File: config.mk
export PLATFORM = sky130hd
export DESIGN_NAME = sample_packer_flat
export DESIGN_NICKNAME = d
export VERILOG_FILES = /design/src/rtl/sample_packer_pkg.sv /design/src/rtl/sample_packer_if.sv /design/src/rtl/sample_packer.sv /design/src/flat_wrapper.sv
export SDC_FILE = /design/constraint.sdc
export NUM_CORES = 1
export LEC_CHECK = 0
export ABC_AREA = 1
export ABC_CLOCK_PERIOD_IN_PS = 3800
export BUFFER_PORTS_ARGS = -buffer_cell sky130_fd_sc_hd__buf_4
export CORE_UTILIZATION = 35
export CTS_CLUSTER_DIAMETER = 40
export DETAILED_ROUTE_END_ITERATION = 16
export PLACE_DENSITY = 0.57
export SYNTH_ARGS = -nofsm -noshare
export SYNTH_HDL_FRONTEND = slang
export SYNTH_SLANG_ARGS = --single-unit
File: constraint.sdc
create_clock -name clk -period 3.8 [get_ports clk]
set_input_delay 0.19 -clock clk [delete_from_list [all_inputs] [get_ports clk]]
set_output_delay 0.19 -clock clk [all_outputs]
set_load 0.02 [all_outputs]
File: src/rtl/sample_packer_pkg.sv
// Shared definitions for the sample packer: lane counter sizing and the
// largest supported samples-per-word setting.
package packer_pkg;

    localparam int MAX_PARALLEL = 64;

    // Lane counter width; a single-lane packer still needs a 1-bit counter.
    function automatic int lane_width(input int parallel);
        return (parallel > 1) ? $clog2(parallel) : 1;
    endfunction

endpackage

File: src/rtl/sample_packer_if.sv
// Sample-stream input and packed-word output bundle of the sample packer.
// The master side produces samples; the slave side is the packer itself.
interface sample_packer_if
    import packer_pkg::*;
#(
    parameter int DATA_WIDTH     = 8,
    parameter int PARALLEL       = 10,
    parameter int DROP_CNT_WIDTH = 16
);
    localparam int LANE_W = lane_width(PARALLEL);

    logic [DATA_WIDTH-1:0]          din;
    logic                           din_valid;
    logic                           sync_in;
    logic [DATA_WIDTH*PARALLEL-1:0] dout;
    logic                           dout_valid;
    logic [LANE_W-1:0]              lane_idx;
    logic                           frame_drop;
    logic [DROP_CNT_WIDTH-1:0]      drop_count;

    modport master (
        output din, din_valid, sync_in,
        input  dout, dout_valid, lane_idx, frame_drop, drop_count
    );

    modport slave (
        input  din, din_valid, sync_in,
        output dout, dout_valid, lane_idx, frame_drop, drop_count
    );

endinterface

File: src/rtl/sample_packer.sv
// Serial-to-parallel packer: gathers PARALLEL samples into one wide word.
// Define SAMPLE_PACKER_MSB_FIRST_EN to place the first sample in the top lane.
module sample_packer
    import packer_pkg::*;
#(
    parameter int DATA_WIDTH     = 8,
    parameter int PARALLEL       = 10,
    parameter int DROP_CNT_WIDTH = 16
) (
    input  logic            clk,
    input  logic            rst,
    sample_packer_if.slave  bus
);
    localparam int LANE_W = lane_width(PARALLEL);
    localparam logic [LANE_W-1:0] LAST_LANE = LANE_W'(PARALLEL - 1);

    logic [LANE_W-1:0]                   lane_q, lane_d, wr_lane;
    logic [PARALLEL-1:0][DATA_WIDTH-1:0] shadow_q, shadow_d;
    logic [PARALLEL-1:0]                 lane_we;
    logic [DATA_WIDTH*PARALLEL-1:0]      frame_word;
    logic [DATA_WIDTH*PARALLEL-1:0]      dout_q, dout_d;
    logic                                dout_valid_q, dout_valid_d;
    logic                                frame_drop_q, frame_drop_d;
    logic [DROP_CNT_WIDTH-1:0]           drop_count_q, drop_count_d;
    logic                                drop, complete;

    // A sync restarts the frame before this cycle's sample is placed, so a
    // sync on the final lane drops the partial frame instead of completing it.
    always_comb begin : lane_ctrl
        wr_lane  = bus.sync_in ? '0 : lane_q;
        drop     = bus.sync_in && (lane_q != '0);
        complete = bus.din_valid && (wr_lane == LAST_LANE);
        lane_d   = wr_lane;
        if (bus.din_valid) begin
            lane_d = complete ? '0 : wr_lane + 1'b1;
        end
    end

    for (genvar gi = 0; gi < PARALLEL; gi++) begin : g_lane
        assign lane_we[gi]  = bus.din_valid && (wr_lane == LANE_W'(gi));
        assign shadow_d[gi] = lane_we[gi] ? bus.din : shadow_q[gi];
`ifdef SAMPLE_PACKER_MSB_FIRST_EN
        assign frame_word[(PARALLEL-1-gi)*DATA_WIDTH +: DATA_WIDTH] = shadow_d[gi];
`else
        assign frame_word[gi*DATA_WIDTH +: DATA_WIDTH] = shadow_d[gi];
`endif
    end

    always_comb begin : out_ctrl
        dout_d       = complete ? frame_word : dout_q;
        dout_valid_d = complete;
        frame_drop_d = drop;
        drop_count_d = drop_count_q;
        if (drop && (drop_count_q != '1)) begin
            drop_count_d = drop_count_q + 1'b1;
        end
    end

    always_ff @(posedge clk) begin
        if (rst) begin
            lane_q       <= '0;
            shadow_q     <= '0;
            dout_q       <= '0;
            dout_valid_q <= 1'b0;
            frame_drop_q <= 1'b0;
            drop_count_q <= '0;
        end else begin
            lane_q       <= lane_d;
            shadow_q     <= shadow_d;
            dout_q       <= dout_d;
            dout_valid_q <= dout_valid_d;
            frame_drop_q <= frame_drop_d;
            drop_count_q <= drop_count_d;
        end
    end

    assign bus.dout       = dout_q;
    assign bus.dout_valid = dout_valid_q;
    assign bus.lane_idx   = lane_q;
    assign bus.frame_drop = frame_drop_q;
    assign bus.drop_count = drop_count_q;

endmodule
File: src/flat_wrapper.sv
// flat-port wrapper written by rule: the top's interface ports become plain ports
module sample_packer_flat import packer_pkg::*;
#(
    parameter int DATA_WIDTH     = 8,
    parameter int PARALLEL       = 10,
    parameter int DROP_CNT_WIDTH = 16
)
  (clk, rst, bus_din, bus_din_valid, bus_sync_in, bus_dout, bus_dout_valid, bus_lane_idx, bus_frame_drop, bus_drop_count);
  sample_packer_if #(.DATA_WIDTH(DATA_WIDTH), .PARALLEL(PARALLEL), .DROP_CNT_WIDTH(DROP_CNT_WIDTH)) bus_i ();
  input  logic clk;
  input  logic rst;
  input wire logic [$bits(bus_i.din)-1:0] bus_din;
  input wire logic [$bits(bus_i.din_valid)-1:0] bus_din_valid;
  input wire logic [$bits(bus_i.sync_in)-1:0] bus_sync_in;
  output wire logic [$bits(bus_i.dout)-1:0] bus_dout;
  output wire logic [$bits(bus_i.dout_valid)-1:0] bus_dout_valid;
  output wire logic [$bits(bus_i.lane_idx)-1:0] bus_lane_idx;
  output wire logic [$bits(bus_i.frame_drop)-1:0] bus_frame_drop;
  output wire logic [$bits(bus_i.drop_count)-1:0] bus_drop_count;
  assign bus_i.din = bus_din;
  assign bus_i.din_valid = bus_din_valid;
  assign bus_i.sync_in = bus_sync_in;
  assign bus_dout = bus_i.dout;
  assign bus_dout_valid = bus_i.dout_valid;
  assign bus_lane_idx = bus_i.lane_idx;
  assign bus_frame_drop = bus_i.frame_drop;
  assign bus_drop_count = bus_i.drop_count;
  sample_packer #(.DATA_WIDTH(DATA_WIDTH), .PARALLEL(PARALLEL), .DROP_CNT_WIDTH(DROP_CNT_WIDTH)) u_core (.clk(clk), .rst(rst), .bus(bus_i));
endmodule
# [Yosys cells after proc, flatten, opt, wreduce, memory -nomap -nowiden]
# Cells that the tools add are included.
# W data, S select, Z words.
[totals] register_bits=182 in_bits=12 out_inout_bits=102 elab_cells=54
[classes] add_sub_neg=2 eq_ne=10 mux=13 reduce_logical=14
[op_table] cell="$mux W8" count=10
[op_table] cell="$add A16 B1 Y16 const B" count=1
[op_table] cell="$eq A4 B3 Y1 const B" count=4
[op_table] cell="$ne A16 B16 Y1 const B" count=1
[op_table] cell="$logic_and A1 B1 Y1" count=12
[op_table] cell="$mux W4" count=3
[op_table] cell="$eq A4 B2 Y1 const B" count=2
[op_table] cell="$eq A4 B4 Y1 const B" count=2
[op_table] cell="$add A4 B1 Y4 const B" count=1
[op_table] cell="$eq A4 B1 Y1 const B" count=1
[op_table] cell="$logic_not A4 Y1" count=1
[op_table] cell="$reduce_bool A4 Y1" count=1

# [Depth between registers and ports, before layout]
# Gate-level depths: netlist of run 1.
[logic_depth] depth_word=5 ltp_mapped=9 mapped_depth_nobuf=9

# [Worst setup path before layout of run 1]
# OpenSTA, ideal clock, no wires.
[synth_path] path_type="register -> register" start="register u_core.drop_count_q[1], in the netlist u_core.bus.drop_count[1]" end="register u_core.drop_count_q[10], in the netlist u_core.bus.drop_count[10]" setup_time_ns=0.115 arrival_ns=1.479 required_time_ns=3.685 path_slack_ns=2.205 stages_incl_launch_ff=8 path_buffers=1 period_less_slack_ns=1.595 path_cell_list="dfxtp_1 ha_1 nand3_1 nor2_1 nand3_1 clkbuf_1 a21oi_1 nor2_1"
[synth_via] elab_chain_len=2 word_cells_on_any_way=3 classes_between="1 x add/sub; 1 x eq/ne; 1 x reduce/logical"
[synth_rtl] element="from (decl)" line="sample_packer.sv:24" source="logic [DROP_CNT_WIDTH-1:0] drop_count_q, drop_count_d;"
[synth_rtl] element="from (signal assigned)" line="sample_packer.sv:73" source="drop_count_q <= drop_count_d;"
[synth_rtl] element="parallel branches: the longest is 2 deep, another holds $add A16 B1 Y16"
# Several ways; the timed one is not identified.
# A chain may end at the register's enable or synchronous reset.

# [Worst setup path after layout of run 1]
[layout_path] start="input bus_din_valid" end="register u_core.dout_q[76], in the netlist u_core.bus.dout[76]"
[layout_via] elab_chain_len=2
[layout_rtl] element="from (decl)" line="flat_wrapper.sv:13" source="input wire logic [$bits(bus_i.din_valid)-1:0] bus_din_valid;"
[layout_rtl] element="$logic_and A1 B1 Y1 (*)" line="sample_packer.sv:32, sample_packer.sv:40"
[layout_rtl] element="$mux W8" line="sample_packer.sv:41" source="assign shadow_d[gi] = lane_we[gi] ? bus.din : shadow_q[gi];"
[layout_rtl] element="to (signal assigned)" line="sample_packer.sv:70" source="dout_q <= dout_d;"
[layout_rtl] element="to (decl)" line="sample_packer.sv:21" source="logic [DATA_WIDTH*PARALLEL-1:0] dout_q, dout_d;"
# Mark *: on every way between the ends. The rest lies on a longest branch, timed or not.

==> results of run 1 <==
[cell type report]
cell class                 count  area, um2  share of cell area
timing repair buffer         118      900.9              0.1102
multi-input combinational    565       2551              0.3122
inverter                      96      360.3             0.04409
tap                          229      286.5             0.03506
sequential                   174       3483              0.4262
clock buffer                  19      452.9             0.05542
clock inverter                12      137.6             0.01684
[power by group through the flow]
stage / Combinational (mW) / Sequential [mW] / Clock (mW)
after floorplan: 0.0910 / 1.89 / 0
after global placement: 0.147 / 1.89 / 0
after detailed placement: 0.147 / 1.89 / 0
after CTS: 0.149 / 1.85 / 1.77
after global routing: 0.165 / 1.85 / 1.84
final: 0.149 / 1.85 / 1.74
[state kept, by name, summed over array words and instances, names as in the netlist]
name and count:
u_core.bus.dout 80, u_core.bus.dout_valid 1, u_core.bus.drop_count 16, u_core.bus.frame_drop 1, u_core.bus.lane_idx 4, u_core.shadow_q 72
[path summary, 6_finish.rpt]
kind | startpoint | to | slack (ns) | depth (start not counted)
worst max-delay path | bus_din_valid | u_core.bus.dout[76] | 1.46 | 9
worst min-delay path | bus_din[0] | u_core.bus.dout[72] | 0.12 | 3
worst max register to register | u_core.bus.lane_idx[0] | u_core.bus.dout[76] | 1.52 | 7
worst min register to register | u_core.bus.dout[71] | u_core.bus.dout[71] | 0.48 | 2
[tightest hold or removal path, cell delays in order]
cell and delay [ns]:
buf_4 0.17, nand2_1 0.08, nand2_1 0.04
[through the flow]
| stage | instance area [um2] | utilization | std cells | worst slack, ns |
|---|---|---|---|---|
| 4_1_cts | 8173 | 0.4473 | 1213 | 1.496 |
| 6_report | 8173 | 0.4473 | 1213 | 1.456 |
| 3_5_place_dp | 7572 | 0.4145 | 1181 | 1.525 |
| 2_1_floorplan | 6625 | - | 891 | 2.205 |
| 3_3_place_gp | 7572 | 0.4145 | 1181 | 1.588 |
| 5_1_grt | 8173 | 0.4473 | 1213 | 1.244 |
[per-layer routing]
| metal | vias to the layer above | track usage |
|---|---|---|
| met5 | - | 0 |
| met4 | 0 | 0.06304 |
| met3 | 22 | 0.05231 |
| met2 | 148 | 0.2960 |
| met1 | 2663 | 0.2443 |
| li1 | 3020 | - |
[logic make-up (layout without fill, tap and decap cells)]
| family | Yosys count | in the layout | share of synthesized area |
|---|---|---|---|
| buffers and inverters | 152 | 245 | 0.08952 |
| adder cells (fa/ha/maj) | 1 | 1 | 0.001888 |
| AO/OA/AOI/OAI | 167 | 167 | 0.1262 |
| AND/OR/NAND/NOR | 397 | 397 | 0.2567 |
| flip-flops | 174 | 174 | 0.5258 |
[layout by cell type (no fill, tap or decap), drive strengths merged, types with 6 or more instances in the layout]
cell type,count
nor3,12
a21oi,17
nand2,151
clkbuf,19
nand3,99
nor2,126
dfxtp,174
buf,117
nand4,6
o21ai,150
inv,98
[repair_timing]
action / 4_1_cts / 5_1_grt
endpoints found under the hold margin: 1 / 0
setup buffers: 0 / 0
hold buffers: 1 / 0
==> flow_metrics.tcl, run 1 <==
set metrics [dict create \
    cp.arrival_ns 2.71 \
    ys.flop_type "dfxtp_1" \
    ir_drop_uv 280.7 \
    cts_root_buffer "clkbuf_16" \
    pwr-share-seq 0.495 \
    maxSlewHeadroom 0.2789 \
    max_stage_delay_ns 0.56 \
    drc_errors 0 \
    ys_warn_count 0 \
    worst_pin_slew_ns 1.082 \
    leakage_nw 3.565 \
    ys_top_cells_by_count "174 x dfxtp_1, 146 x nand2_1, 141 x o21ai_1" \
    grt_usage 0.1868 \
    synthArstFlopShare 0 \
    io_buffers 113 \
    finalCritPeriodShare 0.6169 \
    die_h_um 139.6 \
    clkTransAtPathRegs_ns 0.06 \
    synth_edf_count 0 \
    diodes 0 \
    syn_area_um2 6625 \
    maxCapViolCount 0 \
    clk_path_buf_depth 2 \
    antenna_found_initial 0 \
    power_frac_comb 0.040 \
    crit_type "input port to flop" \
    wl_met3_um 1161 \
    cp_max_fo 49 \
    grt_pass1_vias 5294 \
    power.total_mw 3.734 \
    initial_core_util 0.3626 \
    synth_fp_nets 904 \
    fin_tns_setup_ns 0 \
    timing.hold.ws_ns 0.1180 \
    clk_latency_ns 0.43 \
    fillers 1900 \
    p_int_mw 2.880 \
    yosys.cell_types.count 21 \
    grt_max_degree 99 \
    top_layer_used "met4" \
    grt_pass1_wl_um 28170 \
    path_buf_inv 4 \
    ctsHtreeMaxLevel 4 \
    ant_nets 0 \
    crit_path_cell_trace "dlygate4sd3_1 -> buf_4 -> inv_2 -> nor3_2 -> nand2_2 -> buf_4 -> nor2_4 -> nand2_1 -> nand2_1" \
    fp.dieW_um 139.6 \
    syn-instance-count 891 \
    crit_path_end_kind "flop" \
    rows 49 \
    dp_hpwl_um 11130 \
    hold_viol 0 \
    p_clk_frac 0.465 \
    p_per_area_nw_per_um2 456.9 \
    drv_slew 0 \
    fin_skew_ns 0.01137 \
    vias 5853 \
    clkSinkCount 174 \
    yosysMostFrequentCell "dfxtp_1" \
    setup_viol 0 \
    critical-path-slowest-cell "dlygate4sd3_1" \
    worstPathRequired_ns 4.16 \
    dr.pass1.iters 5 \
    p_sw_frac 0.2288 \
    dieArea_um2 19480 \
    pin_count 114 \
    nNetsFinal 985 \
    cts_made_buffers 17 \
    finalWirelength_um 17910 \
    critPathLaunchType "input port" \
    yosysTopAreaCell "dfxtp_1" \
    wl_per_cell_um 14.77 \
    areaGrowthSynthToFinish_pct 23.36 \
    crit_family "buffers and inverters" \
    ys_ff_latch 174 \
    ys_seq_area_frac 0.5258 \
    fmax_ghz 0.4266 \
    power.switching_mw 0.8543 \
    status "finished, final reports clean" \
    gp_congestion 0.8575 \
    core_area_um2 18270 \
    cts_resized 0 \
    cts_tree "done" \
    first_iter_violations 342 \
    drive_gt1_frac 0.1657 \
    post-route-min-period_ns 2.344 \
    rsz0062_at_grt "false" \
    postSynthAreaPerCell_um2 7.436 \
    route.met2.wl_um 8009 \
    yosysTopAreaCellShare 0.5258 \
    synth.area.top_cells "dfxtp_1 53%, o21ai_1 11%, nand2_1 8.3%, nand3_1 7.4%, nor2_1 7.0%" \
    grt_overflow 0 \
    hold_path_class "input port to flop" \
    vias_per_cell 4.825 \
    met1Wirelength_um 8506 \
]
Power figures use the tool's default switching activity.
==> run 2, diff against run 1 <==
--- a/config.mk
+++ b/config.mk
@@ -6,7 +6,7 @@
 export NUM_CORES = 1
 export LEC_CHECK = 0
 export ABC_AREA = 1
-export ABC_CLOCK_PERIOD_IN_PS = 3800
+export ABC_CLOCK_PERIOD_IN_PS = 2250
 export BUFFER_PORTS_ARGS = -buffer_cell sky130_fd_sc_hd__buf_4
 export CORE_UTILIZATION = 35
 export CTS_CLUSTER_DIAMETER = 40
==> constraint.sdc (replaced) <==
create_clock -name clk -period 2.25 [get_ports clk]
set_input_delay 0.1125 -clock clk [delete_from_list [all_inputs] [get_ports clk]]
set_output_delay 0.1125 -clock clk [all_outputs]
set_load 0.02 [all_outputs]
==> flow_metrics.tcl, run 2 (synthesis results as in run 1) <==
set metrics [dict create \
    status "finished, final reports clean" \
    clk_latency_ns 0.44 \
    grt_usage 0.1875 \
    multi_input_comb_area_um2 2551 \
    dpl.cell_count 1185 \
    cts_resized 0 \
    drc_errors 0 \
    grt_max_degree 99 \
    r2r_cells 5 \
    fillers 1891 \
    maxSlewHeadroom 0.6367 \
    rsz0062_at_grt "false" \
    gp_congestion 0.8795 \
    hold_viol 0 \
    largest_reg_flops 80 \
    clk_path_buf_depth 2 \
    wl_per_cell_um 14.74 \
    initial_core_util 0.3626 \
    cts_made_buffers 17 \
    cp_max_fo 16 \
    critPathLaunchType "flop" \
    post-route-min-period_ns 1.761 \
    nNetsFinal 989 \
    cts_root_buffer "clkbuf_16" \
    p_per_area_nw_per_um2 783.9 \
    grt_pass1_vias 5288 \
    fp.dieW_um 139.6 \
    die_h_um 139.6 \
    r2r-end "u_core.bus.dout[52]" \
    power.total_mw 6.478 \
    cts_tree "done" \
    maxCapViolCount 0 \
    hold_path_class "input port to flop" \
    endpoint "u_core.bus.dout[52]" \
    final_common_cell "dfxtp_1" \
    dr.pass1.iters 5 \
    clkTransAtPathRegs_ns 0.07 \
    cts_setup_buffers 0 \
    final_cells 1218 \
    layout_common_cells "174 x dfxtp_1, 145 x nand2_1, 141 x o21ai_1" \
    vias 5880 \
    first_iter_violations 351 \
    finalWirelength_um 17960 \
    ctsHtreeMaxLevel 4 \
    fin_tns_setup_ns 0 \
    startpoint "u_core.bus.lane_idx[1]" \
    fin_skew_ns 0.01085 \
    leakage_nw 3.624 \
    ir_drop_uv 543.5 \
    crit_type "flop to flop" \
    worstPathRequired_ns 2.56 \
    worst_pin_slew_ns 0.5436 \
    top_layer_used "met4" \
    drive_gt1_frac 0.1699 \
    finalCritPeriodShare 0.7827 \
    dp_hpwl_um 10890 \
    r2r_setup_slack_ns 0.49 \
    io_buffers 113 \
    rows 49 \
    crit_path_end_kind "flop" \
    dieArea_um2 19480 \
    drv_slew 0 \
    route.met2.wl_um 7940 \
    clkSinkCount 174 \
    grt_overflow 0 \
    ant_nets 0 \
    r2r_start "u_core.bus.lane_idx[1]" \
    areaGrowthSynthToFinish_pct 24.72 \
    vias_per_cell 4.828 \
    core_area_um2 18270 \
    diodes 0 \
    fmax_ghz 0.5678 \
    cp.arrival_ns 2.07 \
    seq_area_um2 3483 \
    grt_pass1_wl_um 28330 \
    cts.hold.buffers_added 1 \
    setup_viol 0 \
    antenna_found_initial 0 \
    pin_count 114 \
    met1Wirelength_um 8709 \
    wl_met3_um 1080 \
]
==> run 2: cell types whose count changed in the layout (fill, tap and decap cells not counted), sizes merged <==
cell and delta:
inv +3, clkbuf +2, clkinvlp -4, buf +4
==> run 2: per-layer routing <==
layer,track usage,vias up
li1,-,3032
met1,0.2520,2676
met2,0.2901,153
met3,0.05231,19
met4,0.06015,0
met5,0,-
==> run 2: final cells by class <==
class,instances,share of cell area
multi-input cells,565,0.3088
flip-flops and latches,174,0.4216
inverters,96,0.04361
clock buffers,21,0.05815
repair buffers,122,0.1157
clock inverters,11,0.01757
well taps,229,0.03468
==> run 2: worst min-delay path by stage <==
stage | start | end | slack [ns] | depth (start not counted)
3_3_place_gp | bus_din_valid | u_core.bus.lane_idx[1] | 0.33 | 2
6_report | bus_din[3] | u_core.bus.dout[75] | 0.04 | 3
4_1_cts | bus_din[4] | u_core.bus.dout[76] | 0.02 | 3
2_1_floorplan | bus_din_valid | u_core.bus.lane_idx[1] | 0.20 | 1
5_1_grt | bus_din[3] | u_core.bus.dout[75] | 0.03 | 3
3_5_place_dp | bus_din_valid | u_core.bus.lane_idx[1] | 0.34 | 2
==> run 2: where the power goes <==
| group | switching [mW] | leakage [nW] | internal, mW | total (mW) |
|---|---|---|---|---|
| registers | 0.0128 | 1.40 | 3.11 | 3.12 |
| logic | 0.190 | 1.91 | 0.0656 | 0.256 |
| clock network | 1.31 | 0.306 | 1.79 | 3.10 |
| total | 1.51 | 3.62 | 4.96 | 6.48 |
==> run 2: worst max-delay path, cell delays in order (launching register included) <==
cell	delay, ns
dfxtp_1	0.41
inv_1	0.09
nor3_1	0.32
nand2_1	0.43
o21ai_1	0.31
o21ai_1	0.08
==> run 2: metrics by stage <==
step | worst slack, ns | cell area (um2) | hold slack (ns) | util
6_report | 0.4889 | 8263 | 0.03850 | 0.4523
5_1_grt | 0.3102 | 8263 | 0.03138 | 0.4523
4_1_cts | 0.4921 | 8263 | 0.02356 | 0.4523
3_5_place_dp | 0.5125 | 7627 | 0.3374 | 0.4175
3_3_place_gp | 0.5688 | 7627 | 0.3301 | 0.4175
2_1_floorplan | 0.6553 | 6625 | 0.2036 | -
